### src/rtl/endec_pkg.sv
// Shared endec package: code definitions, frame receiver defaults, rate
// encodings and receive FSM state encodings.
package endec_pkg;

  // Convolutional code definitions used across the endec blocks
  localparam int unsigned CODE_RATE      = 2;
  localparam int unsigned CONSTR_LEN     = 7;

  // Frame receiver defaults
  localparam int unsigned FRAME_BITS_DEF = 128;
  localparam int unsigned MAX_RATE_DEF   = 3;

  // Rate select encodings and coded bits per symbol for each rate
  localparam logic        RATE_1_2       = 1'b0;
  localparam logic        RATE_1_3       = 1'b1;
  localparam int unsigned RATE_1_2_BITS  = 2;
  localparam int unsigned RATE_1_3_BITS  = 3;

  // Receive FSM states
  typedef logic [1:0] rx_state_t;
  localparam rx_state_t ST_IDLE    = 2'd0;
  localparam rx_state_t ST_COLLECT = 2'd1;
  localparam rx_state_t ST_DECODE  = 2'd2;
  localparam rx_state_t ST_OUTPUT  = 2'd3;

endpackage

### src/rtl/endec_sym_packer.sv
// Places accepted channel symbols into the frame register at a
// rate-dependent offset (2 or 3 bits per symbol).
// Ports:
//   clk, rst_n   - clock, async active-low reset
//   en           - global enable; low holds the frame
//   first        - first symbol of a frame: clear the frame before writing
//   flush        - discard the frame (clear, no write)
//   wr           - write sym at position idx
//   rate         - rate for this write (RATE_1_2 / RATE_1_3)
//   idx          - symbol index within the frame
//   sym          - coded symbol
//   frame        - assembled frame register
module endec_sym_packer
  import endec_pkg::*;
#(
  parameter int unsigned FRAME_BITS = FRAME_BITS_DEF,
  parameter int unsigned MAX_RATE   = MAX_RATE_DEF,
  parameter int unsigned IDX_W      = 7
) (
  input  logic                           clk,
  input  logic                           rst_n,
  input  logic                           en,
  input  logic                           first,
  input  logic                           flush,
  input  logic                           wr,
  input  logic                           rate,
  input  logic [IDX_W-1:0]               idx,
  input  logic [MAX_RATE-1:0]            sym,
  output logic [FRAME_BITS*MAX_RATE-1:0] frame
);

  localparam int unsigned FW = FRAME_BITS * MAX_RATE;

  logic [FW-1:0] frame_q;
  logic [FW-1:0] frame_d;

  // Clearing on the first symbol keeps rate-1/2 frames zero above 2*FRAME_BITS
  always_comb begin
    frame_d = (first || flush) ? '0 : frame_q;
    if (wr) begin
      if (rate == RATE_1_3) begin
        frame_d[32'(idx) * RATE_1_3_BITS +: RATE_1_3_BITS] = sym[RATE_1_3_BITS-1:0];
      end else begin
        frame_d[32'(idx) * RATE_1_2_BITS +: RATE_1_2_BITS] = sym[RATE_1_2_BITS-1:0];
      end
    end
  end

  // Frame register
  always_ff @(posedge clk or negedge rst_n) begin
    if (!rst_n) begin
      frame_q <= '0;
    end else if (en) begin
      frame_q <= frame_d;
    end
  end

  assign frame = frame_q;

endmodule

### src/rtl/endec_frame_rx.sv
// Frame receiver: collects FRAME_BITS coded channel symbols into a frame,
// requests a decode, and holds the decoded frame until downstream accepts.
// Optional decode watchdog enabled by defining ENDEC_RX_TIMEOUT_EN.
// Ports:
//   sys_clk, rst     - clock, async active-low reset
//   en               - global enable; low freezes all state
//   i_code_rate      - 0 = rate 1/2, 1 = rate 1/3 (latched per frame)
//   i_sym_valid/i_sym/o_sym_ready - symbol input handshake
//   o_dec_frame      - assembled coded frame to the decoder
//   o_dec_start      - one-cycle decode request
//   i_dec_done/i_dec_data - decoder completion and result
//   o_data/o_data_valid/i_data_ready - decoded frame output handshake
//   o_error          - one-cycle decode timeout flag (0 without watchdog)
module endec_frame_rx
  import endec_pkg::*;
#(
  parameter int unsigned FRAME_BITS     = FRAME_BITS_DEF,
  parameter int unsigned MAX_RATE       = MAX_RATE_DEF,
  parameter int unsigned TIMEOUT_CYCLES = 4096
) (
  input  logic                           sys_clk,
  input  logic                           rst,
  input  logic                           en,
  input  logic                           i_code_rate,
  input  logic                           i_sym_valid,
  input  logic [MAX_RATE-1:0]            i_sym,
  output logic                           o_sym_ready,
  output logic [FRAME_BITS*MAX_RATE-1:0] o_dec_frame,
  output logic                           o_dec_start,
  input  logic                           i_dec_done,
  input  logic [FRAME_BITS-1:0]          i_dec_data,
  output logic [FRAME_BITS-1:0]          o_data,
  output logic                           o_data_valid,
  input  logic                           i_data_ready,
  output logic                           o_error
);

  localparam int unsigned CNT_W = (FRAME_BITS > 1) ? $clog2(FRAME_BITS) : 1;

  // Elaboration-time parameter sanity
  if (MAX_RATE < RATE_1_3_BITS || FRAME_BITS < 1 || TIMEOUT_CYCLES < 1) begin : g_param_check
    $error("endec_frame_rx: illegal parameter combination");
  end

  rx_state_t             state_q, state_d;
  logic [CNT_W-1:0]      cnt_q, cnt_d;
  logic                  rate_q, rate_d;
  logic                  start_q, start_d;
  logic                  valid_q, valid_d;
  logic [FRAME_BITS-1:0] data_q, data_d;
  logic                  flush;

  logic                  accept;
  logic                  first_sym;
  logic                  last_sym;
  logic                  rate_eff;

`ifdef ENDEC_RX_TIMEOUT_EN
  localparam int unsigned TMR_W = (TIMEOUT_CYCLES > 1) ? $clog2(TIMEOUT_CYCLES) : 1;
  logic [TMR_W-1:0] tmr_q, tmr_d;
  logic             err_q, err_d;
  logic             timeout;

  assign timeout = (tmr_q == TMR_W'(TIMEOUT_CYCLES - 1));
`endif

  assign o_sym_ready = en && ((state_q == ST_IDLE) || (state_q == ST_COLLECT));
  assign accept      = i_sym_valid && o_sym_ready;
  assign first_sym   = accept && (state_q == ST_IDLE);
  assign last_sym    = (cnt_q == CNT_W'(FRAME_BITS - 1));
  // The first symbol is placed with the live rate; later ones use the latch
  assign rate_eff    = (state_q == ST_IDLE) ? i_code_rate : rate_q;

  // Next-state and datapath control
  always_comb begin
    state_d = state_q;
    cnt_d   = cnt_q;
    rate_d  = rate_q;
    start_d = start_q;
    valid_d = valid_q;
    data_d  = data_q;
    flush   = 1'b0;
`ifdef ENDEC_RX_TIMEOUT_EN
    tmr_d   = tmr_q;
    err_d   = err_q;
`endif
    if (en) begin
      start_d = 1'b0;
`ifdef ENDEC_RX_TIMEOUT_EN
      err_d   = 1'b0;
      tmr_d   = '0;
`endif
      case (state_q)
        ST_IDLE, ST_COLLECT: begin
          if (accept) begin
            if (state_q == ST_IDLE) rate_d = i_code_rate;
            if (last_sym) begin
              cnt_d   = '0;
              start_d = 1'b1;
              state_d = ST_DECODE;
            end else begin
              cnt_d   = cnt_q + CNT_W'(1);
              state_d = ST_COLLECT;
            end
          end
        end
        ST_DECODE: begin
          if (i_dec_done) begin
            data_d  = i_dec_data;
            valid_d = 1'b1;
            state_d = ST_OUTPUT;
`ifdef ENDEC_RX_TIMEOUT_EN
          end else if (timeout) begin
            err_d   = 1'b1;
            flush   = 1'b1;
            state_d = ST_IDLE;
          end else begin
            tmr_d   = tmr_q + TMR_W'(1);
`endif
          end
        end
        ST_OUTPUT: begin
          if (i_data_ready) begin
            valid_d = 1'b0;
            state_d = ST_IDLE;
          end
        end
        default: state_d = ST_IDLE;
      endcase
    end
  end

  // State and control registers
  always_ff @(posedge sys_clk or negedge rst) begin
    if (!rst) begin
      state_q <= ST_IDLE;
      cnt_q   <= '0;
      rate_q  <= RATE_1_2;
      start_q <= 1'b0;
      valid_q <= 1'b0;
      data_q  <= '0;
    end else begin
      state_q <= state_d;
      cnt_q   <= cnt_d;
      rate_q  <= rate_d;
      start_q <= start_d;
      valid_q <= valid_d;
      data_q  <= data_d;
    end
  end

`ifdef ENDEC_RX_TIMEOUT_EN
  // Decode watchdog registers
  always_ff @(posedge sys_clk or negedge rst) begin
    if (!rst) begin
      tmr_q <= '0;
      err_q <= 1'b0;
    end else begin
      tmr_q <= tmr_d;
      err_q <= err_d;
    end
  end

  assign o_error = err_q & en;
`else
  assign o_error = 1'b0;
`endif

  // Pulses are held across disabled cycles and shown only while enabled,
  // so they last exactly one enabled cycle and never appear with en low
  assign o_dec_start  = start_q & en;
  assign o_data       = data_q;
  assign o_data_valid = valid_q;

  endec_sym_packer #(
    .FRAME_BITS (FRAME_BITS),
    .MAX_RATE   (MAX_RATE),
    .IDX_W      (CNT_W)
  ) u_packer (
    .clk   (sys_clk),
    .rst_n (rst),
    .en    (en),
    .first (first_sym),
    .flush (flush),
    .wr    (accept),
    .rate  (rate_eff),
    .idx   (cnt_q),
    .sym   (i_sym),
    .frame (o_dec_frame)
  );

endmodule

### config.mk
export PLATFORM = sky130hd
export DESIGN_NAME = endec_frame_rx
export DESIGN_NICKNAME = d
export VERILOG_FILES = /design/src/rtl/endec_pkg.sv /design/src/rtl/endec_sym_packer.sv /design/src/rtl/endec_frame_rx.sv
export SDC_FILE = /design/constraint.sdc
export NUM_CORES = 1
export LEC_CHECK = 0
export ABC_AREA = 1
export BUFFER_PORTS_ARGS = -buffer_cell sky130_fd_sc_hd__buf_4
export CAP_MARGIN = 20
export CELL_PAD_IN_SITES_DETAIL_PLACEMENT = 1
export CELL_PAD_IN_SITES_GLOBAL_PLACEMENT = 1
export CORE_ASPECT_RATIO = 1.25
export CORE_UTILIZATION = 35
export CTS_CLUSTER_DIAMETER = 150
export DETAILED_ROUTE_END_ITERATION = 6
export PLACE_DENSITY_LB_ADDON = 0.1
export SLEW_MARGIN = 20
export SYNTH_ARGS = -nofsm -noshare
export SYNTH_HDL_FRONTEND = slang
export SYNTH_SLANG_ARGS = --single-unit
### constraint.sdc
create_clock -name sys_clk -period 2.74 [get_ports sys_clk]
set_input_delay 0 -clock sys_clk [delete_from_list [all_inputs] [get_ports sys_clk]]
set_output_delay 0 -clock sys_clk [all_outputs]
set_load 0.03 [all_outputs]
# == After elaboration in Yosys (flattened, before gate mapping) ==
# Index checks and enable logic that the tools add are counted.
# op_classes
add_sub_neg,3
mul,1
eq_ne,7
shift,4
n_mux,18
n_bitwise,1
reduce_logical,11
# op_table
cell,count
2-to-1 mux 384 bit,3
bitwise mux 384 bit,2
variable shift 2 x 34 -> 384 bit (first input constant),1
variable shift 3 x 34 -> 384 bit (first input constant),1
indexed part select 2 x 34 -> 384 bit,1
indexed part select 3 x 34 -> 384 bit,1
negation 8 -> 34 bit,1
negation 9 -> 34 bit,1
multiplier 7 x 2 -> 9 bit (second input constant),1
2-to-1 mux 2 bit,4
AND reduction 4 bit,2
adder 7 x 1 -> 7 bit (second input constant),1
equality test 7 bit (second input constant),1
2-to-1 mux 7 bit,1
2-to-1 mux 1 bit,6
inequality test 2 bit (second input constant),3
case mux 2 bit (3 select lines),1
AND reduction 3 bit,2
equality test 2 bit (second input constant),2
logical AND 1 bit,3
equality test 2 x 1 -> 1 bit (second input constant),1
logical NOT 2 bit,1
case mux 1 bit (2 select lines),1
nonzero test 2 bit,1
other kinds (3),3
# totals
regBits,524
input_bits,138

# == Longest topological paths before layout ==
# Gate-level depths: netlist (run 1).
# logic_depth
word_depth,9
depth_mapped,17

# == Hierarchy ==
# From an unflattened synthesis (run 1), not the netlist that was laid out.
# unflattened
cells_unflattened,6482
area_unflattened_um2,40072.2
# by_module_without_submodules
mod,n_inst,cells_per_inst,area_each_um2,seq_area_each_um2
endec_sym_packer,1,5849,34236.6,9609.2
endec_frame_rx,1,633,5835.6,3503.4

# == Worst setup path before layout (run 1) ==
# No wires, ideal clock.
# synth_timing
path_kind,register to register
from,register cnt_q[0]
to,register u_packer.frame_q[151] (netlist: u_packer.frame[151])
setup_time_ns,0.121
t_arrival_ns,2.758
required_time_ns,2.619
path_slack_ns,-0.139
path_stages_with_launch,13
cell_sequence,dfrtp_1 -> inv_2 -> ha_1 -> nand2_1 -> nor3_1 -> ha_1 -> clkbuf_1 -> inv_2 -> clkbuf_1 -> buf_1 -> nand3_1 -> o211ai_1 -> nand2_1
# synth_between
elab_chain_cells,6
elab_cells_between_ends,11
classes_between,add/sub: 2; mul: 1; shift: 4; mux: 4
# synth_lines
element,line,text
from (decl),endec_frame_rx.sv:46,"logic [CNT_W-1:0] cnt_q, cnt_d;"
from (signal assigned),endec_frame_rx.sv:144,cnt_q <= cnt_d;
multiplier 7 x 2 -> 9 bit,endec_sym_packer.sv:42,frame_d[32'(idx) * RATE_1_3_BITS +: RATE_1_3_BITS] = sym[RATE_1_3_BITS-1:0];
negation 9 -> 34 bit,endec_sym_packer.sv:42,
indexed part select 3 x 34 -> 384 bit or variable shift 3 x 34 -> 384 bit (tied branches),endec_sym_packer.sv:42,
bitwise mux 384 bit,endec_sym_packer.sv:42,
2-to-1 mux 384 bit *,endec_sym_packer.sv:41,if (rate == RATE_1_3) begin
2-to-1 mux 384 bit *,endec_sym_packer.sv:40,if (wr) begin
to (signal assigned),endec_sym_packer.sv:54,frame_q <= frame_d;
to (decl),endec_sym_packer.sv:34,logic [FW-1:0] frame_q;
# Every way passes the cells marked *; elsewhere a longest branch is shown, timed or not.
# A chain may end at the register's enable or synchronous reset.

# == Worst setup path after layout (run 1) ==
# layout_timing
from,register cnt_q[0]
to,register u_packer.frame_q[186] (netlist: u_packer.frame[186])
# The elaborated chain is that of the path after synthesis.

==> results of run 1 <==
==> flip-flops by register name, summed over array words and instances (netlist names) <==
register / count
cnt_q: 7
o_data: 128
o_data_valid: 1
rate_q: 1
start_q: 1
state_q: 2
u_packer.frame: 384
==> critical path: stages (launching register included) <==
cell	delay (ns)
sky130_fd_sc_hd__dfrtp_1	0.39
sky130_fd_sc_hd__inv_2	0.10
sky130_fd_sc_hd__ha_4	0.16
sky130_fd_sc_hd__nand2_4	0.07
sky130_fd_sc_hd__nor2_4	0.16
sky130_fd_sc_hd__buf_4	0.18
sky130_fd_sc_hd__xor2_4	0.19
sky130_fd_sc_hd__buf_4	0.17
sky130_fd_sc_hd__buf_4	0.20
sky130_fd_sc_hd__nand2_1	0.14
sky130_fd_sc_hd__nor2_1	0.19
sky130_fd_sc_hd__nand2_2	0.21
sky130_fd_sc_hd__buf_4	0.19
sky130_fd_sc_hd__o21ai_0	0.13
sky130_fd_sc_hd__a22oi_1	0.16
sky130_fd_sc_hd__nand2_1	0.09
==> stage by stage <==
step / setup TNS [ns] / utilization
finish: -0.293 / 0.535
global route: -4.18 / 0.535
CTS: -0.0793 / 0.527
detailed placement: -13.38 / 0.487
global placement: -8.53 / 0.487
floorplan: 0 / -
==> cell families after synthesis <==
family | after synthesis
xor gates and xnor gates | 5
other | 1
buffers and inverters | 777
and+or+nand+nor | 2588
AOI/OAI and AO/OA | 1047
muxes | 128
adders and majority gates | 5
DFF | 524
==> cells in the final DEF, fill, tap and decap left out, types with 42 or more instances in the layout <==
cell type                          n
sky130_fd_sc_hd__o211ai_1        168
sky130_fd_sc_hd__a21oi_1         148
sky130_fd_sc_hd__mux2_2          128
sky130_fd_sc_hd__nand2_2          42
sky130_fd_sc_hd__buf_12           92
sky130_fd_sc_hd__nor2_2           61
sky130_fd_sc_hd__dfrtp_1         524
sky130_fd_sc_hd__nor2_1          327
sky130_fd_sc_hd__o21ai_0         450
sky130_fd_sc_hd__nand3_1         502
sky130_fd_sc_hd__nand2_1        1494
sky130_fd_sc_hd__buf_4          1432
sky130_fd_sc_hd__a21boi_1         65
sky130_fd_sc_hd__o22ai_1          67
sky130_fd_sc_hd__clkbuf_16        65
sky130_fd_sc_hd__inv_1           425
sky130_fd_sc_hd__dlygate4sd3_1   139
==> final cells by class <==
| class | instances | area, µm² | area share |
|---|---|---|---|
| Antenna cell | 8 | 20.0 | 0.000383 |
| Clock buffer | 82 | 1760 | 0.0336 |
| Clock inverter | 28 | 384 | 0.00735 |
| Inverter | 449 | 1720 | 0.0330 |
| Multi-Input combinational cell | 3774 | 19300 | 0.369 |
| Sequential cell | 524 | 13100 | 0.251 |
| Tap cell | 1300 | 1630 | 0.0311 |
| Timing Repair Buffer | 1689 | 14400 | 0.275 |
==> power groups by stage <==
stage	logic [mW]	clock network (mW)	registers [mW]
2_1_floorplan	9.99	0	16.2
3_3_place_gp	28.1	0	12.5
3_5_place_dp	28.5	0	12.6
4_1_cts	29.2	9.18	12.5
5_1_grt	32.2	9.48	12.8
6_report	31.0	9.20	12.8
==> per-layer routing <==
metal	up-vias	wire, µm	track usage	share of wire
met1	22800	88000	0.543	0.37
met3	794	21000	0.0968	0.088
met5	-	78	0	0.00033
met4	14	22900	0.375	0.096
li1	19700	-	-	-
met2	2584	107000	0.727	0.45
==> worst paths after layout <==
check                              startpoint  cells after the start                   to  slack [ns]
hold / removal                i_dec_data[103]                      3          o_data[103]         0.1
setup / recovery                     cnt_q[0]                     15  u_packer.frame[186]       -0.07
min in group asynchronous                 rst                      4  u_packer.frame[364]        0.52
hold reg to reg            u_packer.frame[28]                      2   u_packer.frame[28]        0.51
max in group asynchronous                 rst                      4  u_packer.frame[112]        1.38
setup reg to reg                     cnt_q[0]                     15  u_packer.frame[186]       -0.07
==> what timing repair did <==
item | 4_1_cts | 5_1_grt
hold endpoints to repair | 685 | 0
pin swaps | 9 | 33
buffers inserted | 2 | 20
resized for setup | 80 | 186
setup endpoints to repair | 220 | 301
cloned | 0 | 3
hold buffers | 140 | 0
==> results.sh, run 1 <==
export IMPL_p_clk_frac=0.174
export IMPL_initial_core_util=0.355
export IMPL_max_freq_mhz=356
export IMPL_p_seq_frac=0.241
export IMPL_route_final_wire_length_um=239000
export IMPL_synth_nets=5218
export IMPL_synth_async_sr_flop_share=1.00
export IMPL_grt_max_degree=120
export IMPL_die_height_um=354
export IMPL_area_growth_pct=51.0
export IMPL_synthesis_warning_total=0
export IMPL_clk_latency_ns=0.69
export IMPL_postSynthCellCount=5075
export IMPL_timing_max_transition_violations_final=0
export IMPL_place_gp_congestion=1.06
export IMPL_final_nets=6642
export IMPL_violations="DRC, setup timing"
export IMPL_numPortBuffers=652
export IMPL_fin_cells=7854
export IMPL_clock_root_buffer="sky130_fd_sc_hd__clkbuf_16"
export IMPL_std_cell_rows=128
export IMPL_synth_enable_flop_cells=0
export IMPL_worst_hold_check_slack_ns=0.0959
export IMPL_detailedRoute_firstIterationViolations=4682
export IMPL_rsz0062_at_grt="true"
export IMPL_postRouteAntennaNets=0
export IMPL_synthAdderAreaFrac=0.00181
export IMPL_post_synth_main_area_contributors="sky130_fd_sc_hd__dfrtp_1, sky130_fd_sc_hd__nand2_1, sky130_fd_sc_hd__nand3_1"
export IMPL_cp_data_required_time_ns=3.35
export IMPL_end_kind="flip-flop"
export IMPL_report_power_total_mw=52.9
export IMPL_cts_made_buffers=61
export IMPL_yosysSeqAreaShare=0.379
export IMPL_worst_setup_path_start_kind="flip-flop"
export IMPL_grt_total_usage=0.461
export IMPL_run_status="finished, violations left"
export IMPL_ys_ff_latch=524
export IMPL_yosysTopAreaCellShare=0.379
export IMPL_viasPerCell=5.83
export IMPL_synth_common_cells="sky130_fd_sc_hd__nand2_1, sky130_fd_sc_hd__nand3_1, sky130_fd_sc_hd__dfrtp_1"
export IMPL_core_box_area_um2=97700
export IMPL_switching_power_mw=26.4
export IMPL_dieArea_um2=100000
export IMPL_slew_limit_headroom=0.458
export IMPL_final_setup_worst_slack_ns=-0.0688
export IMPL_yosys_area_share_simple=0.310
export IMPL_global_route_wire_length_before_repair_um=336000
export IMPL_first_global_vias=46700
export IMPL_pre_cts_ws_ns=-0.307
export IMPL_place_inst=7571
export IMPL_htreeDepth=2
export IMPL_skew_ns=0.0152
export IMPL_hpwlAfterDp_um=176000
export IMPL_antenna_violations_before_repair=17
export IMPL_holdCritPathClass="in2reg"
export IMPL_fillerInstances=12200
export IMPL_critPathArrivalTime_ns=3.42
export IMPL_power_density_cell_area_nw_per_um2=1010
export IMPL_vdd_ir_drop_worst_mv=0.601
export IMPL_synth_top_family_by_area="simple AND/OR/NAND/NOR gates"
export IMPL_ys_dominant_reg_cell="sky130_fd_sc_hd__dfrtp_1"
export IMPL_fin_crit_sh=1.03
export IMPL_finalInstanceArea_um2=52300
export IMPL_hold_viol_final=0
export IMPL_syn_cell_area_um2=34600
export IMPL_muxShareOfSynthArea=0.0416
export IMPL_leakage_nw=26.2
export IMPL_setup_viol=9
export IMPL_drive_gt1_frac=0.310
export IMPL_crit_fanout=7
export IMPL_timing_worst_slew_pin_value_ns=0.814
export IMPL_worstSetupPathType="reg2reg"
export IMPL_max_cap_violations=0
export IMPL_xor_xnor_portion_of_the_synthesized_cell_area=0.00224
export IMPL_netSwitchingFraction=0.499
export IMPL_most_frequent_cell_after_synthesis="sky130_fd_sc_hd__nand2_1"
export IMPL_clkSlewWorstSetupHoldPaths_ns=0.07
export IMPL_detailedRoute_firstPassIterationCount=7
export IMPL_grt_remaining_overflow=0
export IMPL_avgSynthCellArea_um2=6.82
export IMPL_yosys_cell_types_count=46
export IMPL_cts_root_to_sink_buffers=3
export IMPL_io_pins=654
export IMPL_share_comb_of_total_power=0.585
export IMPL_finalCriticalPeriod_ns=2.81
export IMPL_placement_stage_cell_area_um2=47600
export IMPL_detailroute_via_count=45800
export IMPL_netlist_top_cell_by_area="sky130_fd_sc_hd__dfrtp_1"
export IMPL_intPower_mw=26.5
export IMPL_die_x_um=283
export IMPL_tritoncts="built"
export IMPL_wl_per_cell_um=30.4
export IMPL_synth_compound_area_share=0.178
export IMPL_drcViolationCount=1
export IMPL_cts_num_sinks=524
Power figures use the tool's default switching activity.
==> inputs of run 2 (changes only) <==
--- a/config.mk
+++ b/config.mk
@@ -7,14 +7,14 @@
 export LEC_CHECK = 0
 export ABC_AREA = 1
 export BUFFER_PORTS_ARGS = -buffer_cell sky130_fd_sc_hd__buf_4
-export CAP_MARGIN = 20
 export CELL_PAD_IN_SITES_DETAIL_PLACEMENT = 1
 export CELL_PAD_IN_SITES_GLOBAL_PLACEMENT = 1
 export CORE_ASPECT_RATIO = 1.25
-export CORE_UTILIZATION = 35
+export CORE_UTILIZATION = 28
 export CTS_CLUSTER_DIAMETER = 150
 export DETAILED_ROUTE_END_ITERATION = 6
 export PLACE_DENSITY_LB_ADDON = 0.1
+export SKIP_CTS_REPAIR_TIMING = 1
 export SLEW_MARGIN = 20
 export SYNTH_ARGS = -nofsm -noshare
 export SYNTH_HDL_FRONTEND = slang
==> run 2 against run 1 <==
Effect of this change: the run now ends clean; clock skew rose by 0.0037 ns; wire length rose by 2.7%; die area rose by 25%; via count fell by 2.4%; critical path depth rose by 1; power rose by 3.7%; flip-flop and latch count did not move; critical path type unchanged; critical endpoint is now u_packer.frame[245]; largest cell class unchanged; highest routed layer unchanged.
==> results.sh, run 2 (same netlist as run 1, synthesis figures left out) <==
export IMPL_timing_max_transition_violations_final=0
export IMPL_numPortBuffers=652
export IMPL_timing_worst_slew_pin_value_ns=0.877
export IMPL_p_clk_frac=0.182
export IMPL_p_seq_frac=0.231
export IMPL_cp_data_required_time_ns=3.37
export IMPL_grt_remaining_overflow=0
export IMPL_flip_flop_count_of_the_largest_register_after_layout=384
export IMPL_critPathSlowestCell="sky130_fd_sc_hd__dfrtp_1"
export IMPL_viasPerCell=5.46
export IMPL_wl_per_cell_um=29.9
export IMPL_hold_viol_final=0
export IMPL_cts_num_sinks=524
export IMPL_fin_cells=8191
export IMPL_slew_limit_headroom=0.413
export IMPL_antenna_violations_before_repair=10
export IMPL_route_final_wire_length_um=245000
export IMPL_drive_gt1_frac=0.329
export IMPL_crit_path_frequent_cell="sky130_fd_sc_hd__nand2_1"
export IMPL_power_density_cell_area_nw_per_um2=1020
export IMPL_die_height_um=395
export IMPL_cp_slowest_stage_delay_ns=0.39
export IMPL_grt_max_degree=114
export IMPL_cts_made_buffers=71
export IMPL_fin_crit_sh=0.999
export IMPL_max_freq_mhz=365
export IMPL_detailroute_via_count=44700
export IMPL_share_comb_of_total_power=0.587
export IMPL_crit_fanout=8
export IMPL_place_inst=7855
export IMPL_run_status="completed"
export IMPL_die_x_um=317
export IMPL_grt_total_usage=0.373
export IMPL_critPathArrivalTime_ns=3.37
export IMPL_hpwlAfterDp_um=184000
export IMPL_detailedRoute_firstPassIterationCount=5
export IMPL_end_kind="flip-flop"
export IMPL_netSwitchingFraction=0.494
export IMPL_first_global_vias=44400
export IMPL_skew_ns=0.0189
export IMPL_switching_power_mw=27.1
export IMPL_global_route_wire_length_before_repair_um=333000
export IMPL_postRouteAntennaNets=0
export IMPL_holdCritPathClass="in2reg"
export IMPL_worstSetupPathType="reg2reg"
export IMPL_detailedRoute_firstIterationViolations=3693
export IMPL_final_common_cell="sky130_fd_sc_hd__nand2_1"
export IMPL_htreeDepth=3
export IMPL_io_pins=654
export IMPL_clk_latency_ns=0.69
export IMPL_clock_root_buffer="sky130_fd_sc_hd__clkbuf_16"
export IMPL_worst_setup_path_start_kind="flip-flop"
export IMPL_utilization=0.442
export IMPL_ff2ff_setup_slack_ns=0.002
export IMPL_cts_root_to_sink_buffers=3
export IMPL_area_growth_pct=55.9
export IMPL_setup_viol=0
export IMPL_tritoncts="built"
export IMPL_vdd_ir_drop_worst_mv=0.665
export IMPL_leakage_nw=26.6
export IMPL_rsz0062_at_grt="true"
export IMPL_clkSlewWorstSetupHoldPaths_ns=0.06
export IMPL_drcViolationCount=0
export IMPL_finalCriticalPeriod_ns=2.74
export IMPL_dieArea_um2=125000
export IMPL_highest_count_cells_in_the_layout_ignoring_fill_and_taps="sky130_fd_sc_hd__nand2_1, sky130_fd_sc_hd__buf_4, sky130_fd_sc_hd__dfrtp_1, sky130_fd_sc_hd__nand3_1, sky130_fd_sc_hd__o21ai_0"
export IMPL_core_box_area_um2=122000
export IMPL_initial_core_util=0.283
export IMPL_cp_cell_sequence="inv_2, ha_4, nand2_4, nor2_4, xor2_4, buf_6, buf_12, buf_4, nor2_2, nand3_2, nand3_1, buf_4, nand3_1, nand2_1, nand2_1, nand2_1"
export IMPL_place_gp_congestion=1.00
export IMPL_pre_cts_ws_ns=-0.500
export IMPL_final_setup_worst_slack_ns=0.00194
export IMPL_final_nets=6680
export IMPL_std_cell_rows=143
export IMPL_intPower_mw=27.8
export IMPL_max_cap_violations=0
==> run 2: cell types whose count changed in the layout (fill, tap and decap cells not counted), sizes merged <==
cell and change:
clkinv +6, inv +3, clkbuf +24, diode -4, bufinv -4, clkinvlp -6, buf +24, dlygate4sd3 -1
==> run 2: worst max-delay path, delay by kind of cell, from the launching register on <==
kind	cells	cell delay (ns)
XOR/XNOR	1	0.11
buffers and inverters	5	0.78
adder cells (fa/ha/maj)	1	0.15
AND/OR/NAND/NOR	9	1.24
flip-flops	1	0.39
==> run 2: cell type report <==
cell class,instances,area (µm²)
diodes,4,10.0
multi-input cells,3774,19800
clock buffers,101,2100
well taps,1595,2000
inverters,449,1730
fillers,15000,68200
clock inverters,27,288
repair buffers,1717,15000
flip-flops and latches,524,13100
==> run 2: metal layers <==
layer,vias up,GRT usage,share of wire
met2,2051,0.596,0.46
met5,-,0,0.00011
li1,19800,-,-
met1,22400,0.449,0.39
met4,4,0.255,0.077
met3,547,0.0742,0.073
==> run 2: final timing paths <==
kind                            startpoint                   to  cells after the start
worst max-delay path              cnt_q[0]  u_packer.frame[245]                     16
worst min-delay path              i_sym[0]  u_packer.frame[348]                      4
worst max register to register    cnt_q[0]  u_packer.frame[245]                     16
worst min register to register     start_q              start_q                      2
max in group asynchronous              rst  u_packer.frame[201]                      4
min in group asynchronous              rst  u_packer.frame[196]                      3
==> run 2: power groups by stage <==
stage / logic, mW / registers [mW] / clock network [mW]
6_report: 32.2 / 12.6 / 10.0
5_1_grt: 33.8 / 12.8 / 10.3
4_1_cts: 28.8 / 12.5 / 10.2
3_5_place_dp: 28.7 / 12.6 / 0
3_3_place_gp: 28.4 / 12.6 / 0
2_1_floorplan: 9.99 / 16.2 / 0
==> run 2: through the flow <==
stage                     hold slack, ns  instance area (µm²)  total power [mW]  TNS, ns
final                             0.0133                54000              54.9        0
after global routing              0.0497                54000              56.9   -0.954
after CTS                         -0.668                50400              51.5   -30.04
after detailed placement          0.0655                48000              41.4   -23.43
after global placement            0.0813                48000              41.0   -22.43
after floorplan                   -0.296                34600              26.1        0
